$ cat src/rtl/atomic_pkg.sv
// Shared types for the RV32A atomic unit.
// AMO_MINMAX_EN (optional define) makes the MIN/MAX/MINU/MAXU encodings legal.
package atomic_pkg;

  localparam logic [1:0] ALUOP_LRSC = 2'b00;
  localparam logic [1:0] ALUOP_AMO  = 2'b01;

  typedef enum logic [4:0] {
    AMO_ADD  = 5'b00000,
    AMO_SWAP = 5'b00001,
    AMO_LR   = 5'b00010,
    AMO_SC   = 5'b00011,
    AMO_XOR  = 5'b00100,
    AMO_OR   = 5'b01000,
    AMO_AND  = 5'b01100,
    AMO_MIN  = 5'b10000,
    AMO_MAX  = 5'b10100,
    AMO_MINU = 5'b11000,
    AMO_MAXU = 5'b11100
  } amo_op_e;

  typedef enum logic [1:0] {
    ST_IDLE,
    ST_READ,
    ST_WRITE,
    ST_RESP
  } amo_state_e;

  // Legal funct5 values for the AMO (aluop=01) group.
  function automatic logic is_legal_amo(input logic [4:0] f5);
    logic ok;
    ok = 1'b0;
    case (f5)
      AMO_ADD, AMO_SWAP, AMO_XOR, AMO_OR, AMO_AND: ok = 1'b1;
`ifdef AMO_MINMAX_EN
      AMO_MIN, AMO_MAX, AMO_MINU, AMO_MAXU:        ok = 1'b1;
`endif
      default:                                     ok = 1'b0;
    endcase
    return ok;
  endfunction

endpackage

$ cat src/rtl/amo_alu.sv
// Combinational modify step of an AMO: new = op(old, src).
// Min/max variants exist only when AMO_MINMAX_EN is defined.
module amo_alu
  import atomic_pkg::*;
#(
  parameter int XLEN = 32
) (
  input  logic [4:0]      funct5_i,
  input  logic [XLEN-1:0] old_i,
  input  logic [XLEN-1:0] src_i,
  output logic [XLEN-1:0] new_o
);

  // Select the value written back to memory; unknown ops leave memory unchanged.
  always_comb begin
    new_o = old_i;
    case (funct5_i)
      AMO_ADD:  new_o = old_i + src_i;
      AMO_SWAP: new_o = src_i;
      AMO_XOR:  new_o = old_i ^ src_i;
      AMO_OR:   new_o = old_i | src_i;
      AMO_AND:  new_o = old_i & src_i;
`ifdef AMO_MINMAX_EN
      AMO_MIN:  new_o = ($signed(old_i) < $signed(src_i)) ? old_i : src_i;
      AMO_MAX:  new_o = ($signed(old_i) < $signed(src_i)) ? src_i : old_i;
      AMO_MINU: new_o = (old_i < src_i) ? old_i : src_i;
      AMO_MAXU: new_o = (old_i < src_i) ? src_i : old_i;
`endif
      default:  new_o = old_i;
    endcase
  end

endmodule

$ cat src/rtl/amo_unit.sv
// RV32A atomic sequencer: LR/SC with a single reservation, AMO read-modify-write
// over a req/ack memory port. AMO_MINMAX_EN enables the min/max AMOs.
module amo_unit
  import atomic_pkg::*;
#(
  parameter int XLEN      = 32,
  parameter int RSV_GRAIN = 2
) (
  input  logic            clk,
  input  logic            rst_n,
  input  logic            start,
  input  logic [1:0]      aluop,
  input  logic [4:0]      funct5,
  input  logic [XLEN-1:0] addr,
  input  logic [XLEN-1:0] src,
  output logic            busy,
  output logic            done,
  output logic [XLEN-1:0] rd_data,
  output logic            err,
  output logic            mem_req,
  output logic            mem_we,
  output logic [XLEN-1:0] mem_addr,
  output logic [XLEN-1:0] mem_wdata,
  input  logic [XLEN-1:0] mem_rdata,
  input  logic            mem_ack,
  input  logic            snoop_wr,
  input  logic [XLEN-1:0] snoop_addr
);

  amo_state_e      state_q;
  logic [4:0]      f5_q;
  logic [XLEN-1:0] addr_q, src_q, rd_data_q, mem_addr_q, mem_wdata_q, rsv_addr_q, amo_new;
  logic            busy_q, done_q, err_q, mem_req_q, mem_we_q, rsv_valid_q;
  logic            misaligned, illegal, snoop_hit, snoop_lr, sc_ok;

  // Granule offset bits of the snooped address never take part in matching.
  logic unused_snoop_lo;
  assign unused_snoop_lo = ^snoop_addr[RSV_GRAIN-1:0];

  assign misaligned = |addr[1:0];
  assign illegal    = (aluop == ALUOP_LRSC) ? !(funct5 == AMO_LR || funct5 == AMO_SC)
                                            : !is_legal_amo(funct5);
  // Snoop against the live reservation, and against the address an LR is about to reserve.
  assign snoop_hit  = snoop_wr && rsv_valid_q &&
                      (snoop_addr[XLEN-1:RSV_GRAIN] == rsv_addr_q[XLEN-1:RSV_GRAIN]);
  assign snoop_lr   = snoop_wr && (snoop_addr[XLEN-1:RSV_GRAIN] == addr_q[XLEN-1:RSV_GRAIN]);
  // A snoop in the same cycle as the SC check makes the SC fail.
  assign sc_ok      = rsv_valid_q && !snoop_hit &&
                      (addr[XLEN-1:RSV_GRAIN] == rsv_addr_q[XLEN-1:RSV_GRAIN]);

  // Read data feeds the ALU directly so the write request follows the read ack back-to-back.
  amo_alu #(.XLEN(XLEN)) u_alu (
    .funct5_i (f5_q),
    .old_i    (mem_rdata),
    .src_i    (src_q),
    .new_o    (amo_new)
  );

  // Sequencer and reservation; all outputs are registered.
  always_ff @(posedge clk or negedge rst_n) begin
    if (!rst_n) begin
      state_q     <= ST_IDLE;
      f5_q        <= '0;
      addr_q      <= '0;
      src_q       <= '0;
      rd_data_q   <= '0;
      busy_q      <= 1'b0;
      done_q      <= 1'b0;
      err_q       <= 1'b0;
      mem_req_q   <= 1'b0;
      mem_we_q    <= 1'b0;
      mem_addr_q  <= '0;
      mem_wdata_q <= '0;
      rsv_valid_q <= 1'b0;
      rsv_addr_q  <= '0;
    end else begin
      done_q <= 1'b0;
      // Default snoop clear; LR/SC updates below take precedence where they apply.
      if (snoop_hit) rsv_valid_q <= 1'b0;
      case (state_q)
        ST_IDLE: begin
          if (start && !aluop[1]) begin
            f5_q      <= funct5;
            addr_q    <= addr;
            src_q     <= src;
            busy_q    <= 1'b1;
            err_q     <= 1'b0;
            rd_data_q <= '0;
            if (misaligned || illegal) begin
              err_q   <= 1'b1;
              done_q  <= 1'b1;
              state_q <= ST_RESP;
            end else if (aluop == ALUOP_LRSC && funct5 == AMO_SC) begin
              rsv_valid_q <= 1'b0;
              if (sc_ok) begin
                mem_req_q   <= 1'b1;
                mem_we_q    <= 1'b1;
                mem_addr_q  <= {addr[XLEN-1:2], 2'b00};
                mem_wdata_q <= src;
                state_q     <= ST_WRITE;
              end else begin
                rd_data_q <= {{(XLEN-1){1'b0}}, 1'b1};
                done_q    <= 1'b1;
                state_q   <= ST_RESP;
              end
            end else begin
              mem_req_q  <= 1'b1;
              mem_we_q   <= 1'b0;
              mem_addr_q <= {addr[XLEN-1:2], 2'b00};
              state_q    <= ST_READ;
            end
          end
        end
        ST_READ: begin
          if (mem_ack) begin
            // LR result and AMO old value both come from the read.
            rd_data_q <= mem_rdata;
            if (f5_q == AMO_LR) begin
              mem_req_q   <= 1'b0;
              rsv_valid_q <= !snoop_lr;
              rsv_addr_q  <= addr_q;
              done_q      <= 1'b1;
              state_q     <= ST_RESP;
            end else begin
              mem_we_q    <= 1'b1;
              mem_wdata_q <= amo_new;
              state_q     <= ST_WRITE;
            end
          end
        end
        ST_WRITE: begin
          if (mem_ack) begin
            mem_req_q <= 1'b0;
            mem_we_q  <= 1'b0;
            if (f5_q == AMO_SC) rd_data_q <= '0;
            done_q  <= 1'b1;
            state_q <= ST_RESP;
          end
        end
        ST_RESP: begin
          busy_q  <= 1'b0;
          state_q <= ST_IDLE;
        end
        default: state_q <= ST_IDLE;
      endcase
    end
  end

  assign busy      = busy_q;
  assign done      = done_q;
  assign rd_data   = rd_data_q;
  assign err       = err_q;
  assign mem_req   = mem_req_q;
  assign mem_we    = mem_we_q;
  assign mem_addr  = mem_addr_q;
  assign mem_wdata = mem_wdata_q;

endmodule

$ cat config.mk
export PLATFORM = sky130hd
export DESIGN_NAME = amo_unit
export DESIGN_NICKNAME = d
export VERILOG_FILES = /design/src/rtl/atomic_pkg.sv /design/src/rtl/amo_alu.sv /design/src/rtl/amo_unit.sv
export SDC_FILE = /design/constraint.sdc
export NUM_CORES = 1
export LEC_CHECK = 0
export ABC_AREA = 1
export BUFFER_PORTS_ARGS = -buffer_cell sky130_fd_sc_hd__buf_2
export CAP_MARGIN = 20
export CORE_MARGIN = 8
export CORE_UTILIZATION = 42
export DETAILED_ROUTE_END_ITERATION = 12
export SYNTH_ARGS = -nofsm -noshare
export SYNTH_HDL_FRONTEND = slang
export SYNTH_SLANG_ARGS = --single-unit
export TNS_END_PERCENT = 50
$ cat constraint.sdc
create_clock -name clk -period 2.45 [get_ports clk]
set_input_delay 0.49 -clock clk [delete_from_list [all_inputs] [get_ports clk]]
set_output_delay 0.49 -clock clk [all_outputs]
set_load 0.01 [all_outputs]
# Word level (Yosys, flattened, before mapping)
# Cells that the tools add are included.
[op_classes] addsub=1 n_eq_ne=29 n_mux=60 bitwise_logic=4 reduce_logical=32
[op_table] cell="$mux W32" count=12
[op_table] cell="$pmux W32 S5" count=1
[op_table] cell="$pmux W32 S3" count=1
[op_table] cell="$eq A30 B30 Y1" count=3
[op_table] cell="$pmux W32 S2" count=1
[op_table] cell="$mux W1" count=34
[op_table] cell="$add A32 B32 Y32" count=1
[op_table] cell="$and A32 B32 Y32" count=1
[op_table] cell="$or A32 B32 Y32" count=1
[op_table] cell="$xor A32 B32 Y32" count=1
[op_table] cell="$reduce_and A7 Y1" count=3
[op_table] cell="$eq A5 B2 Y1 const B" count=4
[op_table] cell="$eq A5 B4 Y1 const B" count=4
[op_table] cell="$ne A2 B2 Y1 const B" count=10
[op_table] cell="$eq A5 B1 Y1 const B" count=2
[op_table] cell="$eq A5 B3 Y1 const B" count=2
[op_table] cell="$logic_not A5 Y1" count=2
[op_table] cell="$mux W2" count=5
[op_table] cell="$pmux W1 S3" count=3
[op_table] cell="$pmux W2 S4" count=1
[op_table] cell="$logic_and A1 B1 Y1" count=7
[op_table] cell="$reduce_and A3 Y1" count=2
[op_table] cell="$logic_not A1 Y1" count=5
[op_table] cell="$reduce_and A5 Y1" count=1
[op_table] cell="13 further kinds" count=19
[totals] reg_bits=205 inputBits=140 output_inout_bits=101 wordCells=140

# Depth between registers and ports, before layout
[logic_depth] depth_word=10 depth_mapped=18 mapped_depth_nobuf=17

# By module
# A second synthesis with hierarchy kept.
[unflattened] hier_cells=2006 hier_area_um2=14048.5
[by_module_without_submodules] mod="amo_unit" n_inst=1 cells_each=1180 area_per_inst_um2=9892.0 seq_area_each_um2=4979.8
[by_module_without_submodules] mod="amo_alu" n_inst=1 cells_each=826 area_per_inst_um2=4156.5 seq_area_each_um2=0.0

# Worst setup path after synthesis
# Ideal clock, no wire load.
[synth_path] path_kind="input to register" startpoint="input port mem_rdata[2]" endpoint="register mem_wdata_q[5] (netlist: mem_wdata[5])" setup_ns=0.116 arrival_ns=1.973 required_ns=2.334 setup_slack_ns=0.360 path_stages=14 n_path_buf=1 cell_sequence="inv_1 -> ha_1 -> clkbuf_1 -> nor2_1 -> inv_1 -> nand3_1 -> nand2_1 -> or2_2 -> nand3_1 -> nand3_1 -> o21ai_0 -> nand2_1 -> nand2_1 -> nand2_1"
[synth_between] elab_chain_cells=5
[synth_rtl] item="start, declared" line="amo_unit.sv:24" text="input logic [XLEN-1:0] mem_rdata,"
[synth_rtl] item="$add A32 B32 Y32" line="amo_alu.sv:18" text="AMO_ADD: new_o = old_i + src_i;"
[synth_rtl] item="$pmux W32 S5" line="amo_alu.sv:17" text="case (funct5_i)"
[synth_rtl] item="$mux W32" line="amo_unit.sv:118" text="if (f5_q == AMO_LR) begin"
[synth_rtl] item="$mux W32" line="amo_unit.sv:115" text="if (mem_ack) begin"
[synth_rtl] item="$pmux W32 S2" line="amo_unit.sv:80" text="case (state_q)"
[synth_rtl] item="end signal, assigned" line="amo_unit.sv:99" text="mem_wdata_q <= src;"
[synth_rtl] item="end signal, assigned" line="amo_unit.sv:126" text="mem_wdata_q <= amo_new;"
[synth_rtl] item="end, declared" line="amo_unit.sv:32" text="logic [XLEN-1:0] addr_q, src_q, rd_data_q, mem_addr_q, mem_wdata_q, rsv_addr_q, amo_new;"
# Every way passes these cells. The select of a mux whose other input is x is not followed.
# A chain may end at the register's enable or synchronous reset.

# Final worst setup path
[layout_path] startpoint="register src_q[0]" endpoint="register mem_wdata_q[10] (netlist: mem_wdata[10])"
[layout_between] elab_chain_cells=5
[layout_rtl] item="start, declared" line="amo_unit.sv:32"
[layout_rtl] item="start signal, assigned" line="amo_unit.sv:85" text="src_q <= src;"
[layout_rtl] item="$add A32 B32 Y32" line="amo_alu.sv:18"
[layout_rtl] item="$pmux W32 S5" line="amo_alu.sv:17"
[layout_rtl] item="$mux W32" line="amo_unit.sv:118"
[layout_rtl] item="$mux W32" line="amo_unit.sv:115"
[layout_rtl] item="$pmux W32 S2" line="amo_unit.sv:80"
# Every way passes these cells. The select of a mux whose other input is x is not followed.

==> results.yml <==
outcome:
  outcome: "completed"
critical_path:
  criticalPathCategory: "reg -> reg"
  path_cells: "ha_1 -> inv_1 -> fa_1 -> inv_1 -> buf_4 -> nand3_1 -> nand3_2 -> nand2_1 -> nand3_1 -> nand2_1 -> a22oi_1 -> buf_4 -> o21ai_1"
  ff2ff_path_depth: 13
  rrSetupSlack_ns: 0.15
  r2r_end: "mem_wdata[10]"
  r2r-start: "src_q[0]"
  worst_ep_required_time_ns: 2.81
  cp_slowest_cell: "fa_1"
  max_stage_delay_ns: 0.37
  startpoint: "src_q[0]"
  start_kind: "flip-flop"
  arrival_ns: 2.65
  crit_fanout: 4
  endpoint_kind: "flip-flop"
drt:
  antenna_left: 0
  avgViaCountPerCell: 4.99
  drtIter0Drc: 876
  wl_per_cell_um: 16.9
  firstDrtPassIters: 8
  dr_total_vias: 13759
  drc: 0
  drt-total-wl_mm: 46.6
cts:
  clk_latency_ns: 0.47
  path_clk_slew_ns: 0.08
  cts_buffer_depth: 2
  cts_made_buffers: 17
  clock_sinks: 199
  htreeDepth: 4
  cts_tree: "yes"
  ctsRootBufferMaster: "clkbuf_16"
sta:
  hold_viol_final: 0
  tightest_slew_ns: 0.662
  maxSlewHeadroom_pct: 55.8
  setup-tns-final_ns: 0
  fin_hold_ws_ns: 0.242
  post-route-min-period_ns: 2.30
  min_period_over_period_pct: 93.7
  setup_slack_ns: 0.154
  finalClockSkew_ns: 0.0132
  grt_setup_unrepaired: "true"
  timing.fmax_mhz: 435
  slew_violations: 0
  setup_violations: 0
global_route:
  grt_pass1_vias: 13882
  track_usage_pct: 24.2
  grt_max_degree: 105
  antenna_found_initial: 7
  grt-ovfl-total: 0
  grt_pass1_wl_mm: 74.1
job:
  maxCapViolCount: 0
final_layout:
  final_net_count: 2508
  n_fill_cell: 3356
  final_cell_mix: "nand2_1 (736), inv_1 (316), buf_2 (235)"
  drive_gt1_share_pct: 16.7
  syn_to_final_growth_pct: 20.0
  layout_commonest_cell: "nand2_1"
  stdcell_count: 2757
yosys:
  synth_area_per_cell_um2: 6.69
  synth_area_mm2: 0.0137
  seq_area_frac_synth_pct: 36.5
  synth_seq_cells: 199
  syn_inst: 2040
  yosysWarnings: 0
  yosys.cell_types.count: 47
floorplanning:
  dieWidth_um: 196
  ioPinCount: 241
  die_y_um: 196
  rows: 66
  die_area_mm2: 0.0385
  core_mm2: 0.0323
  initial_core_util_pct: 42.3
min_path:
  holdCritStartpoint: "src[4]"
  hp-class: "in -> reg"
  hold_end: "src_q[4]"
  min_path_cells: 3
placement:
  hpwl_mm: 36.2
  place_congestion: 1.02
  place_ws_ns: -0.128
  dp_cells: 2721
  port_buffers: 236
power:
  ir_drop_uv: 999
  leakage_uw: 0.00907
  power_density_mw_per_mm2: 1190
cells in the mapped netlist, drive strengths merged:
master,number,area share (%)
xnor2,20,1.3
nand3,76,2.9
a211oi,4,0.22
nor4,1,0.046
o21bai,3,0.16
nor2,115,3.3
inv,333,9.2
nand4,29,1.4
o2111ai,4,0.26
a2bb2oi,1,0.064
dfrtp,199,36
or2,7,0.32
conb,1,0.027
clkbuf,35,0.96
nor3b,1,0.055
ha,68,6.2
o22ai,50,2.3
a22oi,2,0.11
a31oi,1,0.046
a21boi,5,0.27
nor3,16,0.62
o21ai,170,6.3
xor2,6,0.38
and2,4,0.18
buf,32,1.4
o211ai,2,0.11
o221ai,1,0.064
o31ai,32,1.8
nand2,742,21
nand3b,3,0.16
mux2i,1,0.073
a21oi,75,2.7
fa,1,0.15
what timing repair did:
item,in CTS,in global routing
endpoints found under the setup margin,0,14
hold endpoints to repair,25,0
buffers inserted,0,0
hold buffers,1,0
resized for setup,0,10
where the power goes:
| group | switching, uW | internal [uW] | leakage, uW |
|---|---|---|---|
| Clock | 1510 | 1560 | 0.000299 |
| Sequential | 886 | 4580 | 0.00247 |
| Combinational | 7040 | 3870 | 0.00631 |
| Total | 9440 | 10000 | 0.00907 |
per-stage QoR:
stage | total power (uW) | utilization, % | cell area, um^2
final | 19400 | 50.7 | 16400
after global routing | 21200 | 50.7 | 16400
after CTS | 19500 | 50.6 | 16300
after detailed placement | 16400 | 48.7 | 15700
after global placement | 16200 | 48.7 | 15700
after floorplan | 12600 | - | 13700
sequential cells by signal, indices dropped and copies added (netlist names):
name,cells
mem_wdata,32
rd_data,32
src_q,32
addr_q,30
mem_addr,30
rsv_addr_q,30
f5_q,5
state_q,2
busy,1
done,1
err,1
mem_req,1
mem_we,1
rsv_valid_q,1
cell families (layout without fill, tap and decap cells):
kind of cell    after synthesis  count (layout)  share of synthesized area [%]
other cells                   1               5                         0.0275
mux                           1               1                         0.0733
fa+ha+maj                    69              69                           6.38
buf+inv                     400             671                           11.5
compound gates              350             350                           14.4
xor+xnor                     26              26                           1.67
simple gates                994             994                           29.5
flops                       199             199                           36.5
area by class of cell:
cell class	instances	area, um^2	area share, %
multi-input combinational	1442	7160	43.7
sequential	199	4980	30.4
timing repair buffer	306	1820	11.1
inverter	333	1250	7.64
tap	442	553	3.38
clock buffer	17	425	2.60
clock inverter	15	186	1.14
antenna	3	7.51	0.0458
routing by layer:
| layer | vias up | track usage, % | routed length (um) | part of all wire (%) |
|---|---|---|---|---|
| li1 | 6942 | - | - | - |
| met1 | 6369 | 29.6 | 20100 | 43 |
| met5 | - | 0 | 44 | 0.094 |
| met4 | 8 | 8.34 | 1020 | 2.2 |
| met3 | 65 | 4.93 | 2680 | 5.8 |
| met2 | 375 | 41.9 | 22800 | 49 |
critical path: cells and delay by family (launching register included):
| family | cells | cell delay, ns |
|---|---|---|
| AOI/OAI and AO/OA | 2 | 0.28 |
| adders and majority gates | 2 | 0.54 |
| buffers and inverters | 4 | 0.52 |
| DFF | 1 | 0.36 |
| and+or+nand+nor | 5 | 0.48 |
worst max path at each step:
| stage | slack, ns | cells after the start | end |
|---|---|---|---|
| final | 0.15 | 13 | mem_wdata[10] |
| after detailed placement | -0.13 | 14 | mem_wdata[10] |
| after global routing | -0.01 | 17 | mem_wdata[15] |
| after floorplan | 0.36 | 14 | mem_wdata[5] |
| after CTS | 0.11 | 14 | mem_wdata[28] |
| after global placement | -0.12 | 14 | mem_wdata[10] |
Note: power is estimated with default switching activity, not from simulation.
